**src/rtl/vga_timing_gen.sv**
```systemverilog
// Parametrised VGA raster timing generator: h/v counters advanced by a pixel strobe,
// followed by a PIPE-deep registered pipeline so coordinates line up with downstream lookup latency.
module vga_timing_gen #(
    parameter int H_ACTIVE = 640,
    parameter int H_FP     = 16,
    parameter int H_SYNC   = 96,
    parameter int H_BP     = 48,
    parameter int V_ACTIVE = 480,
    parameter int V_FP     = 10,
    parameter int V_SYNC   = 2,
    parameter int V_BP     = 33,
    parameter int H_POL    = 0,
    parameter int V_POL    = 0,
    parameter int X_W      = 10,
    parameter int Y_W      = 9,
    parameter int PIPE     = 1,
    parameter int FC_W     = 8
) (
    input  logic            clk,
    input  logic            reset,
    input  logic            pix_en,
    output logic            hsync,
    output logic            vsync,
    output logic [X_W-1:0]  x,
    output logic [Y_W-1:0]  y,
    output logic            valid,
    output logic            line_start,
    output logic            frame_start,
    output logic [FC_W-1:0] frame_cnt
);
    localparam int H_TOTAL = H_ACTIVE + H_FP + H_SYNC + H_BP;
    localparam int V_TOTAL = V_ACTIVE + V_FP + V_SYNC + V_BP;
    localparam int HC_W    = $clog2(H_TOTAL);
    localparam int VC_W    = $clog2(V_TOTAL);
    localparam int SW      = X_W + Y_W + 5;
    localparam logic [HC_W-1:0] H_LAST = HC_W'(H_TOTAL - 1);
    localparam logic [VC_W-1:0] V_LAST = VC_W'(V_TOTAL - 1);
    localparam logic HP = (H_POL != 0);
    localparam logic VP = (V_POL != 0);

    logic [HC_W-1:0] h_q;
    logic [VC_W-1:0] v_q;
    logic [SW-1:0]   raw;
    logic [SW-1:0]   pipe_q [PIPE];
    logic [SW-1:0]   fin;
    logic            fin_fs_in;
    logic            en_q;
    logic [FC_W-1:0] fc_q;

    always_ff @(posedge clk or negedge reset) begin
        if (!reset) begin
            h_q <= '0;
            v_q <= '0;
        end else if (pix_en) begin
            if (h_q == H_LAST) begin
                h_q <= '0;
                v_q <= (v_q == V_LAST) ? '0 : v_q + 1'b1;
            end else begin
                h_q <= h_q + 1'b1;
            end
        end
    end

    // Stage entry layout: {hs, vs, act, rx, ry, line_first, frame_first}
    always_comb begin
        logic act, hs, vs;
        logic [X_W-1:0] rx;
        logic [Y_W-1:0] ry;
        act = (int'(h_q) < H_ACTIVE) && (int'(v_q) < V_ACTIVE);
        hs  = (int'(h_q) >= H_ACTIVE + H_FP) && (int'(h_q) < H_ACTIVE + H_FP + H_SYNC);
        vs  = (int'(v_q) >= V_ACTIVE + V_FP) && (int'(v_q) < V_ACTIVE + V_FP + V_SYNC);
        rx  = act ? X_W'(h_q) : '0;
        ry  = act ? Y_W'(v_q) : '0;
        raw = {hs, vs, act, rx, ry, (h_q == '0), (h_q == '0) && (v_q == '0)};
    end

    always_ff @(posedge clk or negedge reset) begin
        if (!reset) begin
            for (int i = 0; i < PIPE; i++) pipe_q[i] <= '0;
        end else if (pix_en) begin
            pipe_q[0] <= raw;
            for (int i = 1; i < PIPE; i++) pipe_q[i] <= pipe_q[i-1];
        end
    end

    if (PIPE == 1) begin : g_fin_raw
        assign fin_fs_in = raw[0];
    end else begin : g_fin_pipe
        assign fin_fs_in = pipe_q[PIPE-2][0];
    end

    // en_q marks that the last edge actually loaded the final stage, so strobes last one clk.
    always_ff @(posedge clk or negedge reset) begin
        if (!reset) begin
            en_q <= 1'b0;
            fc_q <= '0;
        end else begin
            en_q <= pix_en;
            if (pix_en && fin_fs_in) fc_q <= fc_q + 1'b1;
        end
    end

    assign fin         = pipe_q[PIPE-1];
    assign hsync       = fin[SW-1] ? HP : ~HP;
    assign vsync       = fin[SW-2] ? VP : ~VP;
    assign valid       = fin[SW-3];
    assign x           = fin[SW-4 -: X_W];
    assign y           = fin[Y_W+1 -: Y_W];
    assign line_start  = en_q & fin[1];
    assign frame_start = en_q & fin[0];
    assign frame_cnt   = fc_q;

endmodule

```
**config.mk**
```make
export PLATFORM = sky130hd
export DESIGN_NAME = vga_timing_gen
export DESIGN_NICKNAME = d
export VERILOG_FILES = /design/src/rtl/vga_timing_gen.sv
export SDC_FILE = /design/constraint.sdc
export NUM_CORES = 1
export LEC_CHECK = 0
export BUFFER_PORTS_ARGS = -buffer_cell sky130_fd_sc_hd__buf_4
export CAP_MARGIN = 20
export CORE_MARGIN = 5
export CORE_UTILIZATION = 61
export CTS_CLUSTER_SIZE = 25
export DETAILED_ROUTE_END_ITERATION = 10
export PLACE_DENSITY = 0.84
export SYNTH_ARGS = -nofsm -noshare
export SYNTH_HDL_FRONTEND = slang
export SYNTH_SLANG_ARGS = --single-unit
export TNS_END_PERCENT = 1
```
**constraint.sdc**
```tcl
create_clock -name clk -period 2.65 [get_ports clk]
set_input_delay 0.1325 -clock clk [delete_from_list [all_inputs] [get_ports clk]]
set_output_delay 0.1325 -clock clk [all_outputs]
set_load 0.01 [all_outputs]
```
Word level (Yosys, flattened, before mapping)
Index checks and enable logic that the tools add are counted.

Output and inout port bits: 32. Flip-flop bits (word level): 53.

Reductions and logical operators: 8. Bitwise gates (word level): 2. $lt $le $gt $ge: 6. Equal/unequal tests: 2. $add $sub $neg: 3. Muxes and demuxes: 6.

Operator list (number): $mux 10 (3); $add 10x1->10 const B (2); $eq 10x10->1 const B (2); $logic_not 10->1 (2); $lt 10x10->1 const B (2); $lt 10x9->1 const B (2); $ge 10x10->1 const B (1); $ge 10x9->1 const B (1); $mux 9 (1); $add 8x1->8 const B (1); $logic_and 1x1->1 (5); $and 1x1->1 (2); $mux 1 (2); $reduce_and 2->1 (1).

Longest topological paths before layout
Gate-level depths: netlist (run 1).

Depth after elaboration: 3. Mapped depth: 7.

Least setup slack after synthesis (run 1)
Ideal clock, no wire load.

Path kind: register to register. Start: register v_q[0]. End: register fc_q[1] (netlist: frame_cnt[1]). Path buffers: 1. Library setup time: 0.125 ns. Setup slack: 1.038 ns. Cell stages (with the launch flop): 8. Required time: 2.525 ns. Data arrival time: 1.487 ns. Cell sequence: dfrtp_1 > inv_1 > ha_1 > nor4b_1 > and4_1 > buf_4 > nand2_4 > mux2_4.

Cells in the longest elaborated chain, start to end: 3.

Ends and longest elaborated chain: from (decl) (line 42) `logic [VC_W-1:0] v_q;`; from (signal assigned) (line 57) `v_q <= (v_q == V_LAST) ? '0 : v_q + 1'b1;`; $logic_not 10->1 (line 74) `raw = {hs, vs, act, rx, ry, (h_q == '0), (h_q == '0) && (v_q == '0)};`; $logic_and 1x1->1 (line 74); $logic_and 1x1->1 (line 99) `if (pix_en && fin_fs_in) fc_q <= fc_q + 1'b1;`; to (signal assigned) (line 99); to (decl) (line 48) `logic [FC_W-1:0] fc_q;`.

No other way between the ends. A chain may end at the register's enable or synchronous reset.

Worst setup path after layout (run 1)
Start: register h_q[7]. End: register v_q[6].

Cells in the longest elaborated chain, start to end: 2.

Ends and longest elaborated chain: from (decl) (line 41) `logic [HC_W-1:0] h_q;`; from (signal assigned) (line 59) `h_q <= h_q + 1'b1;`; $eq 10x10->1 (line 55) `if (h_q == H_LAST) begin`; $reduce_and 2->1 (no source line).

No other way between the ends.

==> metrics.md, run 1 <==
| Metric | Value |
|---|---|
| Hold slack | `0.0667 ns` |
| I/O Pins | `35` |
| CTS tree | `done` |
| Worst vdd ir | `0.259 mV` |
| CP Data Required Time | `2.84 ns` |
| RSZ-0062 raised after global routing | `no` |
| Worst clock skew | `0.00743 ns` |
| Top-count cell post-synth | `dfrtp_1` |
| Final Setup Violations | `0` |
| Synth Area in XOR/XNOR | `5.03%` |
| Synth Area in Compound Gates | `12.6%` |
| Per-cell routed wire length | `16.5 um` |
| Core area | `0.00409 mm2` |
| Crit path DAT | `2.13 ns` |
| Pin count of the biggest net entering global routing | `54` |
| Die ar. | `0.00569 mm2` |
| Area share of and/or/nand/nor cells after synthesis | `16.8%` |
| Final WL | `4.86 mm` |
| Min-delay src | `pix_en` |
| Fraction of registers with async set/reset | `100%` |
| Final worst-path cycle share | `73.4%` |
| Crit path max-delay family | `simple AND/OR/NAND/NOR gates` |
| Max incr delay on CP | `0.60 ns` |
| Adder-cell share of the synthesized area | `2.39%` |
| Vias in the first global route | `1689` |
| Clock Sinks | `53` |
| Cell Chain, Critical Path | `nor3_4 > and4_1 > nand4_1 > xnor2_1` |
| Crit path time final | `1.95 ns` |
| Port bufs | `34` |
| Finished Core Util | `67.7%` |
| Predominant post-synthesis flop cell | `dfrtp_1` |
| Mux cell area share after synthesis | `0.958%` |
| Crit-path max FO | `15` |
| Crit path depth | `4` |
| Avg Vias per Cell | `5.89` |
| Post-Syn Area | `0.00261 mm2` |
| Post-synthesis sequential area ratio | `50.8%` |
| Top post-synthesis cells by count | `dfrtp_1 (53), buf_4 (24), a22o_1 (17)` |
| Ys Warns | `0` |
| DP HPWL | `3.42 mm` |
| Fmax | `514 MHz` |
| Pre-antenna DRT Iters | `4` |
| Flop2flop setup slack | `0.70 ns` |
| Global-route wire length before repair | `7.99 mm` |
| Yosys top cell by area | `dfrtp_1` |
| Status | `completed` |
| DRT antenna net count | `0` |
| P&R area growth vs syn | `5.94%` |
| Endpoints failing hold | `0` |
| Mean post-synth cell area | `11.0 um2` |
| CP endpoint kind | `register` |
| Hold path depth | `1` |
| Yosys cell types | `43` |
| Slew HR | `51.6%` |
| Main combinational cell family by area after synthesis | `simple AND/OR/NAND/NOR gates` |
| Drc violations | `0` |
| Startpoint types | `register` |
| Slowest CP cell | `and4_1` |
| Worst r2r path cells | `4` |
| Buf/Inv on CP | `0` |
| # diodes | `0` |
| Clock H-tree levels | `2` |
| Slew @ Worst Pin | `0.726 ns` |
| Gr usage total | `18.1%` |
| FILL cells | `323` |
| Fin. max-slew vios | `0` |
| # Post-CTS Setup Buffers | `0` |
| Final setup TNS | `0 ns` |
| Starting Density | `63.9%` |
| HP Class | `input pin to register` |
| Initial antenna violation count | `0` |
| Worst-path clk slew | `0.10 ns` |
| Worst skew pair latency | `0.30 ns` |
| FF-to-FF End | `v_q[6]$_DFFE_PN0P_` |
| Share of layout cells above drive strength 1 | `21.2%` |
| Synth top area share | `50.8%` |
| CTS max path bufs | `2` |
| Yosys reg bits | `53` |
| Site row count | `23` |
| CP Class | `register to register` |
| Worst flop-to-flop path startpoint | `h_q[7]$_DFFE_PN0P_` |
| P per Cell Area | `608 mW/mm2` |
| Area contributors post-synth | `dfrtp_1 (51%), buf_4 (6.9%), a22o_1 (5.7%), xnor2_1 (4.0%), and3_1 (2.9%)` |
| RD Place Congestion | `0.851` |
| Lkg Pwr | `1.33 nW` |
| Vias | `1738` |
| Number of enable flip-flop cells after synthesis | `0` |
| Final net count | `252` |
| Synth Net Count | `246` |
| Die Y | `75.4 um` |
| Max Cap Violations | `0` |
| Root Buffer | `clkbuf_8` |
| CTS Buf Count | `5` |
| Grt ovf | `0` |
| WHS Endpoint | `en_q$_DFF_PN0_` |
| Tot Pwr | `1.68 mW` |
| Synth Instances | `238` |
| Count of routing violations after the opening detailed-route iteration | `157` |
| Die width | `75.4 um` |
layout by cell type, fill, tap and decap left out, types with 6 or more instances in the layout:
master and n:
dfrtp_1 53, buf_4 34, a22o_1 17, nand3_1 15, o21ai_0 13, and3_1 12
xnor2_1 12, nand2_1 11, inv_1 10, nand4_1 6
per-layer routing:
| metal | track usage [%] | routed length, um | vias to the layer above |
|---|---|---|---|
| met3 | 4.49 | 320 | 4 |
| met2 | 28.1 | 2330 | 50 |
| met5 | 0 | 0 | - |
| li1 | - | - | 839 |
| met1 | 26.0 | 2190 | 845 |
| met4 | 3.88 | 19 | 0 |
per-stage QoR:
stage / setup slack (ns) / cells / instance area [um2]
3_5_place_dp: 0.731 / 286 / 2670
6_report: 0.704 / 295 / 2770
3_3_place_gp: 0.784 / 286 / 2670
5_1_grt: 0.542 / 295 / 2770
4_1_cts: 0.713 / 295 / 2770
2_1_floorplan: 1.04 / 238 / 2610
registers in the layout, summed over array words and instances, names as in the netlist:
signal	flops
en_q	1
fin	24
frame_cnt	8
h_q	10
v_q	10
worst max path at each step:
stage                       start                       end  slack (ns)
2_1_floorplan  v_q[0]$_DFFE_PN0P_  frame_cnt[1]$_DFFE_PN0P_        1.04
3_3_place_gp   h_q[7]$_DFFE_PN0P_        v_q[8]$_DFFE_PN0P_        0.78
3_5_place_dp   h_q[7]$_DFFE_PN0P_        v_q[8]$_DFFE_PN0P_        0.73
4_1_cts        h_q[7]$_DFFE_PN0P_        v_q[4]$_DFFE_PN0P_        0.71
5_1_grt        h_q[7]$_DFFE_PN0P_        v_q[6]$_DFFE_PN0P_        0.54
6_report       h_q[7]$_DFFE_PN0P_        v_q[6]$_DFFE_PN0P_        0.70
worst reg2reg max path, stage by stage (launching register included):
cell	delay (ns)
dfrtp_1	0.48
nor3_4	0.42
and4_1	0.60
nand4_1	0.18
xnor2_1	0.15
logic make-up after synthesis:
logic type      after synthesis
buf+inv                      46
mux                           2
fa+ha+maj                     5
flops                        53
xor+xnor                     15
simple gates                 71
compound gates               46
report_power, final:
| group | leakage [nW] | internal (mW) | total (mW) | switching (mW) |
|---|---|---|---|---|
| logic | 0.591 | 0.125 | 0.254 | 0.129 |
| registers | 0.700 | 0.883 | 0.986 | 0.103 |
| clock network | 0.0374 | 0.187 | 0.442 | 0.256 |
timing repair:
item                                   in CTS  in global routing
endpoints found under the hold margin      53                  0
gates resized for setup                     0                  0
hold buffers                                1                  0
area by class of cell:
type / instances / area (um2) / share of cell area (%)
clock buffers: 6 / 72.6 / 2.62
clock inverters: 2 / 15.0 / 0.542
inverters: 10 / 37.5 / 1.36
multi-input cells: 139 / 988 / 35.7
flip-flops and latches: 53 / 1330 / 47.9
well taps: 50 / 62.6 / 2.26
repair buffers: 35 / 265 / 9.58
Note: power is estimated with default switching activity, not from simulation.
==> inputs of run 2 (changes only) <==
- CORE_UTILIZATION: 61 -> 57
- PLACE_DENSITY: 0.84 -> 0.79
- clock period: 2.65 -> 2 ns (I/O delays scaled with it)
==> metrics.md, run 2 (synthesis results as in run 1) <==
| Metric | Value |
|---|---|
| Most frequent CP cell | `and4_1` |
| Pin count of the biggest net entering global routing | `54 (unchanged)` |
| Die Y | `77.7 um (was 75.4 um)` |
| Max Cap Violations | `0 (unchanged)` |
| Slew @ Worst Pin | `0.663 ns (was 0.726 ns)` |
| Worst clock skew | `0.00864 ns (was 0.00743 ns)` |
| Clock H-tree levels | `2 (unchanged)` |
| Logic pwr share | `14.1% (was 15.1%)` |
| Fmax | `553 MHz (was 514 MHz)` |
| Final setup TNS | `0 ns (unchanged)` |
| Fin. max-slew vios | `0 (unchanged)` |
| Core area | `0.00441 mm2 (was 0.00409 mm2)` |
| Clk pwr share | `33.9% (was 26.3%)` |
| DRT antenna net count | `0 (unchanged)` |
| Startpoint types | `register (unchanged)` |
| RD Place Congestion | `0.843 (was 0.851)` |
| Switching Share | `26.3% (was 28.9%)` |
| Crit-path max FO | `11 (was 15)` |
| Crit path max-delay family | `simple AND/OR/NAND/NOR gates (unchanged)` |
| Root Buffer | `clkbuf_8 (unchanged)` |
| Buf/Inv on CP | `0 (unchanged)` |
| Crit path DAT | `2.01 ns (was 2.13 ns)` |
| Max incr delay on CP | `0.46 ns (was 0.60 ns)` |
| Crit path from | `h_q[1]$_DFFE_PN0P_ (was h_q[7]$_DFFE_PN0P_)` |
| DP HPWL | `3.64 mm (was 3.42 mm)` |
| Avg Vias per Cell | `6.14 (was 5.89)` |
| # diodes | `0 (unchanged)` |
| Initial antenna violation count | `0 (unchanged)` |
| Per-cell routed wire length | `17.2 um (was 16.5 um)` |
| HP Class | `input pin to register (unchanged)` |
| WHS Endpoint | `en_q$_DFF_PN0_ (unchanged)` |
| Net Sw Power | `657 uW (was 487 uW)` |
| CTS Buf Count | `5 (unchanged)` |
| Final net count | `259 (was 252)` |
| Tot Pwr | `2.50 mW (was 1.68 mW)` |
| Finished Core Util | `65.0% (was 67.7%)` |
| Commonest non-fill, non-tap cell in the layout | `dfrtp_1 (unchanged)` |
| Gr usage total | `18.0% (was 18.1%)` |
| CP endpoint kind | `register (unchanged)` |
| Worst vdd ir | `0.437 mV (was 0.259 mV)` |
| Starting Density | `59.2% (was 63.9%)` |
| # Post-CTS Setup Buffers | `0 (unchanged)` |
| Drc violations | `0 (unchanged)` |
| CTS tree | `done (unchanged)` |
| Endpoints failing hold | `0 (unchanged)` |
| Site row count | `24 (was 23)` |
| Slew HR | `55.8% (was 51.6%)` |
| RSZ-0062 raised after global routing | `no (unchanged)` |
| CTS max path bufs | `2 (unchanged)` |
| Die ar. | `0.00604 mm2 (was 0.00569 mm2)` |
| P per Cell Area | `872 mW/mm2 (was 608 mW/mm2)` |
| Worst flop-to-flop path startpoint | `h_q[1]$_DFFE_PN0P_ (was h_q[7]$_DFFE_PN0P_)` |
| Share of layout cells above drive strength 1 | `24.2% (was 21.2%)` |
| Min-delay src | `pix_en (unchanged)` |
| Seq pwr share | `52.0% (was 58.6%)` |
| Int Pwr | `1.85 mW (was 1.20 mW)` |
| Dpl cell area | `0.00273 mm2 (was 0.00267 mm2)` |
| Hold path depth | `1 (unchanged)` |
| Final Cell Area | `0.00287 mm2 (was 0.00277 mm2)` |
| Port bufs | `34 (unchanged)` |
| P&R area growth vs syn | `9.87% (was 5.94%)` |
| Final worst-path cycle share | `90.5% (was 73.4%)` |
| Worst skew pair latency | `0.31 ns (was 0.30 ns)` |
| Flop2flop setup slack | `0.19 ns (was 0.70 ns)` |
| Cell Chain, Critical Path | `ha_1 > and4_1 > and4_1 > nand2_1 > o31ai_1 (was nor3_4 > and4_1 > nand4_1 > xnor2_1)` |
| Grt ovf | `0 (unchanged)` |
| I/O Pins | `35 (unchanged)` |
| Worst r2r path cells | `5 (was 4)` |
| Lkg Pwr | `1.39 nW (was 1.33 nW)` |
| Clock Sinks | `53 (unchanged)` |
| Largest register FFs | `24 (unchanged)` |
| Crit path time final | `1.81 ns (was 1.95 ns)` |
| Vias | `1866 (was 1738)` |
| Status | `completed (unchanged)` |
| Die width | `77.7 um (was 75.4 um)` |
| Slowest CP cell | `and4_1 (unchanged)` |
| CP Class | `register to register (unchanged)` |
| Final WL | `5.23 mm (was 4.86 mm)` |
| Pre-antenna DRT Iters | `4 (unchanged)` |
| Count of routing violations after the opening detailed-route iteration | `115 (was 157)` |
| Global-route wire length before repair | `8.79 mm (was 7.99 mm)` |
| Worst-path clk slew | `0.09 ns (was 0.10 ns)` |
| Final Setup Violations | `0 (unchanged)` |
| Vias in the first global route | `1781 (was 1689)` |
| FF-to-FF End | `v_q[4]$_DFFE_PN0P_ (was v_q[6]$_DFFE_PN0P_)` |
| Most frequent cells in the layout | `dfrtp_1 (53), buf_4 (41), a22o_1 (17) (was dfrtp_1 (53), buf_4 (34), a22o_1 (17))` |
| CP Data Required Time | `2.20 ns (was 2.84 ns)` |
## run 2: cell types whose count changed in the layout (fill, tap and decap cells not counted), sizes merged
cell      previous run  this run
clkbuf               6         5
buf                 34        41
clkinvlp             2         0
bufinv               0         2
clkinv               0         1
## run 2: power by group through the flow
stage                     Combinational (mW)  Clock (mW)  Sequential [mW]
final                                  0.353       0.849             1.30
after detailed placement               0.355           0             1.32
after floorplan                        0.347           0             1.25
after global routing                   0.399       0.910             1.32
after global placement                 0.341           0             1.32
after CTS                              0.358       0.850             1.30
## run 2: layer usage
| metal | track usage (%) | routed length, um | share of wire [%] | up-vias |
|---|---|---|---|---|
| li1 | - | - | - | 849 |
| met1 | 24.0 | 2280 | 44 | 929 |
| met2 | 28.5 | 2500 | 48 | 75 |
| met3 | 4.40 | 346 | 6.6 | 13 |
| met4 | 6.87 | 102 | 2.0 | 0 |
| met5 | 0 | 0 | 0 | - |
## run 2: stage by stage
step                setup WS (ns)  std cells  hold slack, ns
finish                      0.190        304          0.0434
global route               0.0681        304          0.0271
CTS                         0.131        304          0.0378
detailed placement          0.150        295           0.171
global placement            0.235        295           0.167
floorplan                   0.388        238          -0.196
## run 2: worst max path at each step
stage,to,slack (ns),cells past startpoint
floorplan,frame_cnt[1]$_DFFE_PN0P_,0.39,7
global route,frame_cnt[1]$_DFFE_PN0P_,0.07,6
finish,v_q[4]$_DFFE_PN0P_,0.19,5
detailed placement,frame_cnt[1]$_DFFE_PN0P_,0.15,6
global placement,frame_cnt[1]$_DFFE_PN0P_,0.23,6
CTS,frame_cnt[1]$_DFFE_PN0P_,0.13,6
## run 2: cell type report
class,instances,area [um2]
fillers,352,1540
flip-flops and latches,53,1330
multi-input cells,139,990
repair buffers,42,318
clock buffers,5,68.8
clock inverters,3,65.1
well taps,52,65.1
inverters,10,37.5
## run 2: what timing repair did
| action | CTS | global route |
|---|---|---|
| setup endpoints to repair | 0 | 1 |
| hold endpoints to repair | 53 | 0 |
| hold buffers | 1 | 0 |
| resized for setup | 0 | 1 |
## run 2: worst register-to-register path, delay by kind of cell, from the launching register on
family / cells / cell delay (ns)
flops: 1 / 0.40
compound gates: 1 / 0.24
simple gates: 3 / 0.84
fa+ha+maj: 1 / 0.23
==> inputs of run 3 (changes only) <==
- REMOVE_ABC_BUFFERS: unset -> 1
==> metrics.md, run 3 (synthesis results as in run 1) <==
| Metric | Value |
|---|---|
| CTS tree | `done (unchanged)` |
| Vias | `1797 (was 1866)` |
| Slew HR | `53.5% (was 55.8%)` |
| # diodes | `0 (unchanged)` |
| Slowest CP cell | `and4_1 (unchanged)` |
| Crit path max-delay family | `simple AND/OR/NAND/NOR gates (unchanged)` |
| Initial antenna violation count | `0 (unchanged)` |
| Lkg Pwr | `1.38 nW (was 1.39 nW)` |
| CTS Buf Count | `5 (unchanged)` |
| Fin. max-slew vios | `0 (unchanged)` |
| Commonest non-fill, non-tap cell in the layout | `dfrtp_1 (unchanged)` |
| I/O Pins | `35 (unchanged)` |
| Final WL | `4.85 mm (was 5.23 mm)` |
| Most frequent cells in the layout | `dfrtp_1 (53), buf_4 (44), a22o_1 (17) (was dfrtp_1 (53), buf_4 (41), a22o_1 (17))` |
| Global-route wire length before repair | `8.34 mm (was 8.79 mm)` |
| Slew @ Worst Pin | `0.696 ns (was 0.663 ns)` |
| Hold slack | `0.374 ns (was 0.0434 ns)` |
| Inst Count DP | `298 (was 295)` |
| Status | `completed (unchanged)` |
| Avg Vias per Cell | `5.83 (was 6.14)` |
| Crit path DAT | `2.00 ns (was 2.01 ns)` |
| Final Setup Violations | `0 (unchanged)` |
| Worst slack at placement | `0.192 ns (was 0.150 ns)` |
| Final net count | `263 (was 259)` |
| Vias in the first global route | `1742 (was 1781)` |
| Port bufs | `34 (unchanged)` |
| Cell Chain, Critical Path | `ha_1 > and4_1 > and4_1 > buf_4 > nand2_1 > o21ai_1 (was ha_1 > and4_1 > and4_1 > nand2_1 > o31ai_1)` |
| Startpoint types | `register (unchanged)` |
| Endpoints failing hold | `0 (unchanged)` |
| Root Buffer | `clkbuf_8 (unchanged)` |
| Fmax | `563 MHz (was 553 MHz)` |
| Per-cell routed wire length | `15.8 um (was 17.2 um)` |
| RD Place Congestion | `0.784 (was 0.843)` |
| Largest register FFs | `24 (unchanged)` |
| DP HPWL | `3.45 mm (was 3.64 mm)` |
| Die Y | `77.7 um (unchanged)` |
| Worst-path clk slew | `0.08 ns (was 0.09 ns)` |
| CTS max path bufs | `2 (unchanged)` |
| Final setup TNS | `0 ns (unchanged)` |
| Core area | `0.00441 mm2 (unchanged)` |
| Worst skew pair latency | `0.30 ns (was 0.31 ns)` |
| Pre-antenna DRT Iters | `4 (unchanged)` |
| Die width | `77.7 um (unchanged)` |
| Final WS setup | `0.225 ns (was 0.190 ns)` |
| Share of layout cells above drive strength 1 | `23.8% (was 24.2%)` |
| Drc violations | `0 (unchanged)` |
| Crit path time final | `1.78 ns (was 1.81 ns)` |
| Die ar. | `0.00604 mm2 (unchanged)` |
| Worst vdd ir | `0.420 mV (was 0.437 mV)` |
| Grt met1 use | `22.3% (was 24.0%)` |
| GRT busiest layer | `met2 (unchanged)` |
| Gr usage total | `16.9% (was 18.0%)` |
| RSZ-0062 raised after global routing | `no (unchanged)` |
| Buf/Inv on CP | `1 (was 0)` |
| Grt ovf | `0 (unchanged)` |
| Max Cap Violations | `0 (unchanged)` |
| Layout Cells excl Fill | `308 (was 304)` |
| Final worst-path cycle share | `88.8% (was 90.5%)` |
| Clock Sinks | `53 (unchanged)` |
| Clock H-tree levels | `2 (unchanged)` |
| FILL cells | `356 (was 352)` |
| P per Cell Area | `786 mW/mm2 (was 872 mW/mm2)` |
| Site row count | `24 (unchanged)` |
| GR Layer Usage met3 | `3.13% (was 4.40%)` |
| P&R area growth vs syn | `9.05% (was 9.87%)` |
| Most frequent CP cell | `and4_1 (unchanged)` |
| Crit-path max FO | `12 (was 11)` |
| CP Data Required Time | `2.23 ns (was 2.20 ns)` |
| Count of routing violations after the opening detailed-route iteration | `130 (was 115)` |
| Pin count of the biggest net entering global routing | `54 (unchanged)` |
| Worst clock skew | `0.00429 ns (was 0.00864 ns)` |
| CP Class | `register to register (unchanged)` |
| CP endpoint kind | `register (unchanged)` |
| Max incr delay on CP | `0.48 ns (was 0.46 ns)` |
| HP Class | `input pin to asynchronous set/reset pin (was input pin to register)` |
| Global Route met2 Usage | `28.0% (was 28.5%)` |
| DRT antenna net count | `0 (unchanged)` |
| Starting Density | `59.2% (unchanged)` |
run 3: worst paths after layout:
check	start	endpoint	slack, ns	cells past startpoint
setup / recovery	h_q[0]$_DFFE_PN0P_	v_q[2]$_DFFE_PN0P_	0.22	6
hold / removal	reset	fin[18]$_DFFE_PN0P_	0.37	2
setup reg to reg	h_q[0]$_DFFE_PN0P_	v_q[2]$_DFFE_PN0P_	0.22	6
hold reg to reg	frame_cnt[7]$_DFFE_PN0P_	frame_cnt[7]$_DFFE_PN0P_	0.48	1
max in group asynchronous	reset	fin[10]$_DFFE_PN0P_	1.20	2
min in group clk	frame_cnt[7]$_DFFE_PN0P_	frame_cnt[7]$_DFFE_PN0P_	0.48	1
run 3: final cells by class:
| class | instances | area, um2 | area share, % |
|---|---|---|---|
| clock buffer | 8 | 80.1 | 2.81 |
| inverter | 10 | 37.5 | 1.32 |
| multi-input combinational | 139 | 990 | 34.7 |
| sequential | 53 | 1330 | 46.6 |
| tap | 52 | 65.1 | 2.28 |
| timing repair buffer | 46 | 350 | 12.3 |
run 3: routing by layer:
| layer | up-vias | part of all wire, % | routed length [um] |
|---|---|---|---|
| met3 | 5 | 4.0 | 192 |
| met5 | - | 0 | 0 |
| met1 | 901 | 45 | 2210 |
| li1 | 861 | - | - |
| met2 | 30 | 49 | 2400 |
| met4 | 0 | 1.1 | 54 |
run 3: power by group:
| part | internal, mW | total (mW) | switching [mW] | leakage [nW] |
|---|---|---|---|---|
| clock | 0.249 | 0.567 | 0.318 | 0.0395 |
| sequential | 1.17 | 1.29 | 0.116 | 0.700 |
| combinational | 0.194 | 0.385 | 0.192 | 0.644 |
| total | 1.61 | 2.24 | 0.625 | 1.38 |
run 3: what timing repair did:
| action | CTS | global route |
|---|---|---|
| hold endpoints to repair | 54 | 0 |
| setup endpoints to repair | 0 | 1 |
| resized for setup | 0 | 1 |
| setup buffers | 0 | 0 |
| hold buffers | 2 | 0 |
run 3: per-stage QoR:
step / power (mW) / util [%] / cell area [um2]
3_5_place_dp: 1.70 / 62.2 / 2750
3_3_place_gp: 1.68 / 62.2 / 2750
6_report: 2.24 / 64.5 / 2850
5_1_grt: 2.36 / 64.5 / 2850
4_1_cts: 2.27 / 64.5 / 2850
2_1_floorplan: 1.49 / - / 2350
